## config.mk

```make
export PLATFORM = sky130hd
export DESIGN_NAME = wb_dbus_master
export DESIGN_NICKNAME = d
export VERILOG_FILES = /design/src/rtl/wb_pkg.sv /design/src/rtl/wb_timeout_ctr.sv /design/src/rtl/wb_dbus_master.sv
export SDC_FILE = /design/constraint.sdc
export NUM_CORES = 1
export LEC_CHECK = 0
export BUFFER_PORTS_ARGS = -buffer_cell sky130_fd_sc_hd__buf_2
export CAP_MARGIN = 0
export CORE_UTILIZATION = 44
export CTS_CLUSTER_DIAMETER = 80
export DETAILED_ROUTE_END_ITERATION = 12
export PLACE_DENSITY_LB_ADDON = 0.12
export SETUP_SLACK_MARGIN = 0.02
export SYNTH_ARGS = -nofsm -noshare
export SYNTH_HDL_FRONTEND = slang
export SYNTH_SLANG_ARGS = --single-unit
```

## constraint.sdc

```tcl
create_clock -name wb_clk_i -period 1.5 [get_ports wb_clk_i]
set_clock_uncertainty 0.05 [all_clocks]
set_input_delay 0 -clock wb_clk_i [delete_from_list [all_inputs] [get_ports wb_clk_i]]
set_output_delay 0 -clock wb_clk_i [all_outputs]
set_load 0.005 [all_outputs]
```

## src/rtl/wb_pkg.sv

```systemverilog
// Shared types and widths for the data-bus Wishbone initiator.
package wb_pkg;

  localparam int unsigned WB_ADDR_W = 32;
  localparam int unsigned WB_DATA_W = 32;
  localparam int unsigned WB_SEL_W  = 4;

  // IDLE: ready for a core request. BUS: a Wishbone cycle is outstanding.
  typedef enum logic {
    IDLE = 1'b0,
    BUS  = 1'b1
  } state_e;

endpackage : wb_pkg

```

## src/rtl/wb_timeout_ctr.sv

```systemverilog
// Bus-cycle watchdog counter. It is held at zero while clr_i is high and
// counts while en_i is high. expired_o flags the TIMEOUT_CYCLES-th enabled
// cycle, so an initiator that aborts on it keeps cyc high for exactly
// TIMEOUT_CYCLES cycles.
module wb_timeout_ctr #(
  parameter int unsigned TIMEOUT_CYCLES = 255
) (
  input  logic clk,
  input  logic rst_n,
  input  logic clr_i,
  input  logic en_i,
  output logic expired_o
);

  localparam int unsigned CNT_W = $clog2(TIMEOUT_CYCLES + 1);
  localparam logic [CNT_W-1:0] LAST = CNT_W'(TIMEOUT_CYCLES - 1);

  logic [CNT_W-1:0] cnt_q, cnt_d;

  // Flag the final allowed cycle while the counter is running.
  assign expired_o = en_i && (cnt_q == LAST);

  // Next count: clear wins; stop at the limit so the value never wraps.
  always_comb begin
    cnt_d = cnt_q;
    if (clr_i)
      cnt_d = '0;
    else if (en_i && !expired_o)
      cnt_d = cnt_q + 1'b1;
  end

  // Count register with synchronous active-low reset.
  always_ff @(posedge clk) begin
    if (!rst_n) cnt_q <= '0;
    else        cnt_q <= cnt_d;
  end

endmodule : wb_timeout_ctr

```

## src/rtl/wb_dbus_master.sv

```systemverilog
// Wishbone classic single-beat initiator between the core LSU and the uncore
// decoder. One transfer at a time; every Wishbone output is registered.
// Optional watchdog: define WB_DBUS_MASTER_TIMEOUT_EN to abort cycles that are
// not acknowledged within TIMEOUT_CYCLES and return rsp_err_o = 1.
module wb_dbus_master
  import wb_pkg::*;
#(
  parameter int unsigned TIMEOUT_CYCLES = 255
) (
  input  logic                 wb_clk_i,
  input  logic                 wb_rst_i,
  input  logic                 req_valid_i,
  output logic                 req_ready_o,
  input  logic                 req_we_i,
  input  logic [WB_ADDR_W-1:0] req_addr_i,
  input  logic [WB_DATA_W-1:0] req_wdata_i,
  input  logic [WB_SEL_W-1:0]  req_sel_i,
  output logic                 rsp_valid_o,
  output logic [WB_DATA_W-1:0] rsp_rdata_o,
  output logic                 rsp_err_o,
  output logic                 wb_cyc_o,
  output logic                 wb_stb_o,
  output logic                 wb_we_o,
  output logic [WB_ADDR_W-1:0] wb_adr_o,
  output logic [WB_DATA_W-1:0] wb_dat_o,
  output logic [WB_SEL_W-1:0]  wb_sel_o,
  input  logic [WB_DATA_W-1:0] wb_dat_i,
  input  logic                 wb_ack_i
);

  state_e               state_q, state_d;
  logic                 cyc_q, cyc_d;
  logic                 we_q, we_d;
  logic [WB_ADDR_W-1:0] adr_q, adr_d;
  logic [WB_DATA_W-1:0] dat_q, dat_d;
  logic [WB_SEL_W-1:0]  sel_q, sel_d;
  logic                 rsp_valid_q, rsp_valid_d;
  logic [WB_DATA_W-1:0] rsp_rdata_q, rsp_rdata_d;
  logic                 rsp_err_q, rsp_err_d;
  logic                 timeout_hit;

`ifdef WB_DBUS_MASTER_TIMEOUT_EN
  // Watchdog: held clear while idle, counts every BUS cycle.
  wb_timeout_ctr #(
    .TIMEOUT_CYCLES (TIMEOUT_CYCLES)
  ) u_timeout_ctr (
    .clk       (wb_clk_i),
    .rst_n     (wb_rst_i),
    .clr_i     (state_q == IDLE),
    .en_i      (state_q == BUS),
    .expired_o (timeout_hit)
  );
`else
  // Without the watchdog a cycle waits for its ack indefinitely.
  assign timeout_hit = 1'b0;
`endif

  // Ready depends on state alone, so it never loops back through the core.
  assign req_ready_o = (state_q == IDLE);

  assign wb_cyc_o    = cyc_q;
  assign wb_stb_o    = cyc_q;  // single-beat: stb always follows cyc
  assign wb_we_o     = we_q;
  assign wb_adr_o    = adr_q;
  assign wb_dat_o    = dat_q;
  assign wb_sel_o    = sel_q;
  assign rsp_valid_o = rsp_valid_q;
  assign rsp_rdata_o = rsp_rdata_q;
  assign rsp_err_o   = rsp_err_q;

  // Next-state and next-output logic for the two-state transfer FSM.
  // NOTE: every variable gets a default first so no path infers a latch.
  always_comb begin
    state_d     = state_q;
    cyc_d       = cyc_q;
    we_d        = we_q;
    adr_d       = adr_q;
    dat_d       = dat_q;
    sel_d       = sel_q;
    rsp_valid_d = 1'b0;
    rsp_rdata_d = '0;
    rsp_err_d   = 1'b0;
    case (state_q)
      IDLE: begin
        // Request fields are captured only here and held for the whole cycle.
        if (req_valid_i) begin
          we_d    = req_we_i;
          adr_d   = req_addr_i;
          dat_d   = req_wdata_i;
          sel_d   = req_sel_i;
          cyc_d   = 1'b1;
          state_d = BUS;
        end
      end
      BUS: begin
        // Ack has priority over expiry when both land in the same cycle.
        if (wb_ack_i) begin
          cyc_d       = 1'b0;
          rsp_valid_d = 1'b1;
          rsp_rdata_d = we_q ? '0 : wb_dat_i;
          state_d     = IDLE;
        end else if (timeout_hit) begin
          cyc_d       = 1'b0;
          rsp_valid_d = 1'b1;
          rsp_err_d   = 1'b1;
          state_d     = IDLE;
        end
      end
    endcase
  end

  // State and registered outputs, synchronous active-low reset.
  // NOTE: non-blocking assignments so every flop samples pre-edge values.
  always_ff @(posedge wb_clk_i) begin
    if (!wb_rst_i) begin
      state_q     <= IDLE;
      cyc_q       <= 1'b0;
      we_q        <= 1'b0;
      adr_q       <= '0;
      dat_q       <= '0;
      sel_q       <= '0;
      rsp_valid_q <= 1'b0;
      rsp_rdata_q <= '0;
      rsp_err_q   <= 1'b0;
    end else begin
      state_q     <= state_d;
      cyc_q       <= cyc_d;
      we_q        <= we_d;
      adr_q       <= adr_d;
      dat_q       <= dat_d;
      sel_q       <= sel_d;
      rsp_valid_q <= rsp_valid_d;
      rsp_rdata_q <= rsp_rdata_d;
      rsp_err_q   <= rsp_err_d;
    end
  end

endmodule : wb_dbus_master

```

**Word level (Yosys, flattened, before mapping)**

Cells that the tools add are included.

- Eq/ne operators: 2
- Multiplexer cells: 7
- Bitwise operators: 3
- Reductions and logical operators: 4

Operators by type and width:

| kind | count |
|---|---|
| AND reduction 2 bit | 3 |
| two-way mux 1 bit | 5 |
| != test 2 bit, second input constant | 2 |
| case mux 1 bit (2 select lines) | 2 |
| OR reduction 4 bit | 1 |
| inverter 1 bit | 3 |

- Register bits after elaboration: 104
- Input bits: 105
- Output and inout port bits: 106
- Logic and storage cells: 24

**Longest topological paths before layout**

- Word-level depth: 3
- Mapped depth: 5
- Depth with buffers taken out: 2

**Worst setup path before layout**

No wires, ideal clock.

- Path kind: reg-to-reg
- Start: register state_q
- End: register cyc_q, in the netlist wb_cyc_o
- Setup time: 0.115 ns
- Data arrival time: 0.909 ns
- Required time: 1.335 ns
- Slack: 0.426 ns
- Cell stages (with the launch flop): 5
- Buffers on the path: 2
- Clock period less this slack: 1.074 ns
- Cells stage by stage: dfxtp_1 > nor2b_2 > buf_6 > buf_12 > o21a_1

- Word-level cells in the longest chain between the ends: 3
- Elaborated cells on any way between the ends: 5
- Those cells by class: eq/ne: 2; mux: 1; bitwise: 1; reduce/logical: 1

Ends and longest elaborated chain:

| element | RTL line | RTL |
|---|---|---|
| start, declared | wb_dbus_master.sv:31 | `state_e state_q, state_d;` |
| start signal, assigned | wb_dbus_master.sv:126 | `state_q <= state_d;` |
| inverter 1 bit | - |  |
| != test 2 bit (no source line) | - |  |
| AND reduction 2 bit (no source line) | - |  |
| end signal, assigned | wb_dbus_master.sv:127 | `cyc_q <= cyc_d;` |
| end, declared | wb_dbus_master.sv:32 | `logic cyc_q, cyc_d;` |

Parallel ways exist; a longest one is shown, timed or not.
A chain may end at the register's enable or synchronous reset.

**Worst setup path in the final report**

- Start: register state_q
- End: register state_q

- Word-level cells in the longest chain between the ends: 2

Ends and longest elaborated chain:

| element | RTL line | RTL |
|---|---|---|
| inverter 1 bit | - |  |
| case mux 1 bit (2 select lines) * | wb_dbus_master.sv:83 | `case (state_q)` |

Every way passes the cells marked *; elsewhere a longest branch is shown, timed or not.

==> flow_metrics.py <==
metrics = {
    "finish": {
        "fin_cells": 796,
        "seqCellArea_mm2": 0.00208,
        "post-route-util_pct": 73.1,
        "layout-drive-gt1-share_pct": 33.4,
        "fillers": 604,
        "multi_input_area_mm2": 0.00147,
        "final_cell_area_mm2": 0.00610,
        "final_nets": 792,
        "synthToLayoutAreaGrowth_pct": 59.2,
        "diodes": 0,
    },
    "yosys": {
        "ys_types": 18,
        "synth_seq_cells": 104,
        "synth_nets": 486,
        "syn_inst": 381,
        "synth_top_area_cell": "dfxtp_1",
        "synth_area_leaders": "dfxtp_1, mux2i_1, nand2_1",
        "synth_area_mm2": 0.00383,
        "seq_area_frac_synth_pct": 54.3,
        "synth_top_area_share_pct": 54.3,
        "avgSynthCellArea_um2": 10.1,
        "yosysWarnings": 0,
    },
    "critical_path": {
        "critPathLaunchType": "register",
        "critPathMaxFanout": 7,
        "slowest_delay_ns": 0.55,
        "critPathBufInv": 1,
        "cp.required_ns": 1.74,
        "critPathCaptureType": "register",
        "path_class": "register to register",
        "cpMaxStageDelayCell": "dlygate4sd3_1",
        "cp_top_family": "buffers and inverters",
        "crit_chain": "o21ai_0 -> a21oi_1 -> dlygate4sd3_1",
        "worstPathArrival_ns": 1.60,
    },
    "clocking": {
        "cts_resized": 0,
        "post_cts_buffers": 0,
        "clkLatencyLatePin_ns": 0.34,
        "clockBufferDepth": 2,
        "numCtsBuffers": 9,
        "clk_transition_reported_paths_ns": 0.09,
        "clock-root-buffer": "clkbuf_8",
        "cts_tree": "built",
        "cts-htree-levels": 3,
        "clock-sinks": 104,
        "holdBufCountCts": 110,
    },
    "sta": {
        "fin_ws_ns": 0.143,
        "grt_setup_unrepaired": "false",
        "drv_slew": 0,
        "fin_crit_ns": 1.36,
        "fin_crit_sh_pct": 90.5,
        "finalHoldViolations": 0,
        "fmax_ghz": 0.737,
        "setup_viol": 0,
        "tns_ns": 0,
    },
    "power_and_ir_drop": {
        "p_leak_nw": 3.07,
        "p_per_area_mw_per_mm2": 911,
        "ir_worst_vdd_mv": 0.539,
    },
    "routing": {
        "drtPass1Iterations": 4,
        "first_iter_violations": 66,
        "drtAntennaViolNets": 0,
        "wl_per_cell_um": 12.9,
        "drt-total-wl_um": 10300,
        "vias": 3531,
        "drc": 0,
        "drt-vias-per-instance": 4.44,
    },
    "grt": {
        "gr-total-overflow": 0,
        "grt_pass1_vias": 3485,
        "grt_usage_pct": 22.0,
        "grt_pass1_wl_um": 15300,
        "grt_max_degree": 65,
        "antenna_found_initial": 0,
    },
    "floorplanning": {
        "num_rows": 33,
        "die_w_um": 95.3,
        "initial_utilization_pct": 45.9,
        "pin_count": 211,
        "die-height_um": 95.3,
        "die_area_mm2": 0.00909,
        "fp.coreArea_mm2": 0.00834,
    },
    "placed_design": {
        "numPortBuffers": 209,
        "placed_area_mm2": 0.00481,
        "gp_congestion": 0.724,
        "dpl.hpwl_um": 6030,
        "dp.cells": 671,
        "dp_slack_ns": 0.288,
    },
    "run_status": {
        "status": "finished clean",
    },
    "run": {
        "drv_cap": 0,
    },
    "min_path": {
        "hp-class": "input pin to register",
    },
}
flip-flops by register name, indices dropped and copies added (netlist names):
name,count
rsp_rdata_o,32
wb_adr_o,32
wb_dat_o,32
wb_sel_o,4
rsp_valid_o,1
state_q,1
wb_cyc_o,1
wb_we_o,1
path summary, 6_finish.rpt:
| path | from | end | slack [ns] | cells past startpoint |
|---|---|---|---|---|
| worst max register to register | state_q$_SDFF_PN0_ | state_q$_SDFF_PN0_ | 0.14 | 3 |
| worst min register to register | wb_dat_o[14]$_SDFFE_PN0P_ | wb_dat_o[14]$_SDFFE_PN0P_ | 0.41 | 2 |
| worst min-delay path | wb_rst_i | wb_cyc_o$_SDFFE_PN0P_ | 0.14 | 3 |
| worst max-delay path | state_q$_SDFF_PN0_ | state_q$_SDFF_PN0_ | 0.14 | 3 |
worst min-delay path: stages:
cell and delay, ns:
buf_4 0.16, buf_4 0.21, o21a_1 0.12
where the power goes:
part | switching [mW] | internal [mW] | total, mW
clock network | 0.907 | 0.764 | 1.67
logic | 0.368 | 0.541 | 0.909
registers | 0.0700 | 2.91 | 2.98
per-layer routing:
layer,vias up,track usage (%),routed length (um)
met5,-,0,0
met4,0,10.1,273
met3,23,6.62,744
met2,130,40.0,5100
met1,1567,23.0,4150
li1,1811,-,-
cell families (layout without fill, tap and decap cells):
| group | after synthesis | count (layout) | synth area share, % |
|---|---|---|---|
| buf+inv | 30 | 340 | 7.38 |
| other cells | 1 | 1 | 0.0978 |
| mux | 69 | 69 | 18.0 |
| compound gates | 4 | 4 | 0.653 |
| flops | 104 | 104 | 54.3 |
| simple gates | 173 | 173 | 19.5 |
area by class of cell:
class,count,area share [%]
flip-flops and latches,104,34.1
multi-input cells,247,24.1
clock inverters,5,0.964
clock buffers,10,2.09
well taps,105,2.15
repair buffers,324,36.5
inverters,1,0.0615
cell usage after synthesis:
library cell / count
buf_6: 4
mux2i_1: 69
and4b_4: 1
o21a_1: 1
and3_2: 1
nor2b_2: 1
o21ai_0: 1
and2_1: 32
buf_12: 7
nand2_1: 138
a21oi_1: 1
dfxtp_1: 104
buf_2: 9
a21boi_0: 1
buf_4: 4
clkbuf_1: 5
conb_1: 1
inv_1: 1
placed cells by master (no fill, tap or decap), types with 2 or more instances in the layout:
cell type | Yosys | routed
clkbuf_8 | 0 | 9
buf_12 | 7 | 3
dlygate4sd3_1 | 0 | 110
nand2_1 | 138 | 138
clkinvlp_4 | 0 | 2
mux2i_1 | 69 | 69
buf_2 | 9 | 208
dfxtp_1 | 104 | 104
and2_1 | 32 | 32
buf_4 | 4 | 3
metrics by stage:
stage               power [mW]  hold slack [ns]
floorplan                 3.44           0.0435
global placement          3.70            0.149
detailed placement        3.71            0.151
CTS                       5.62            0.131
global route              5.83            0.146
finish                    5.56            0.138
(Power assumes the default switching activity.)
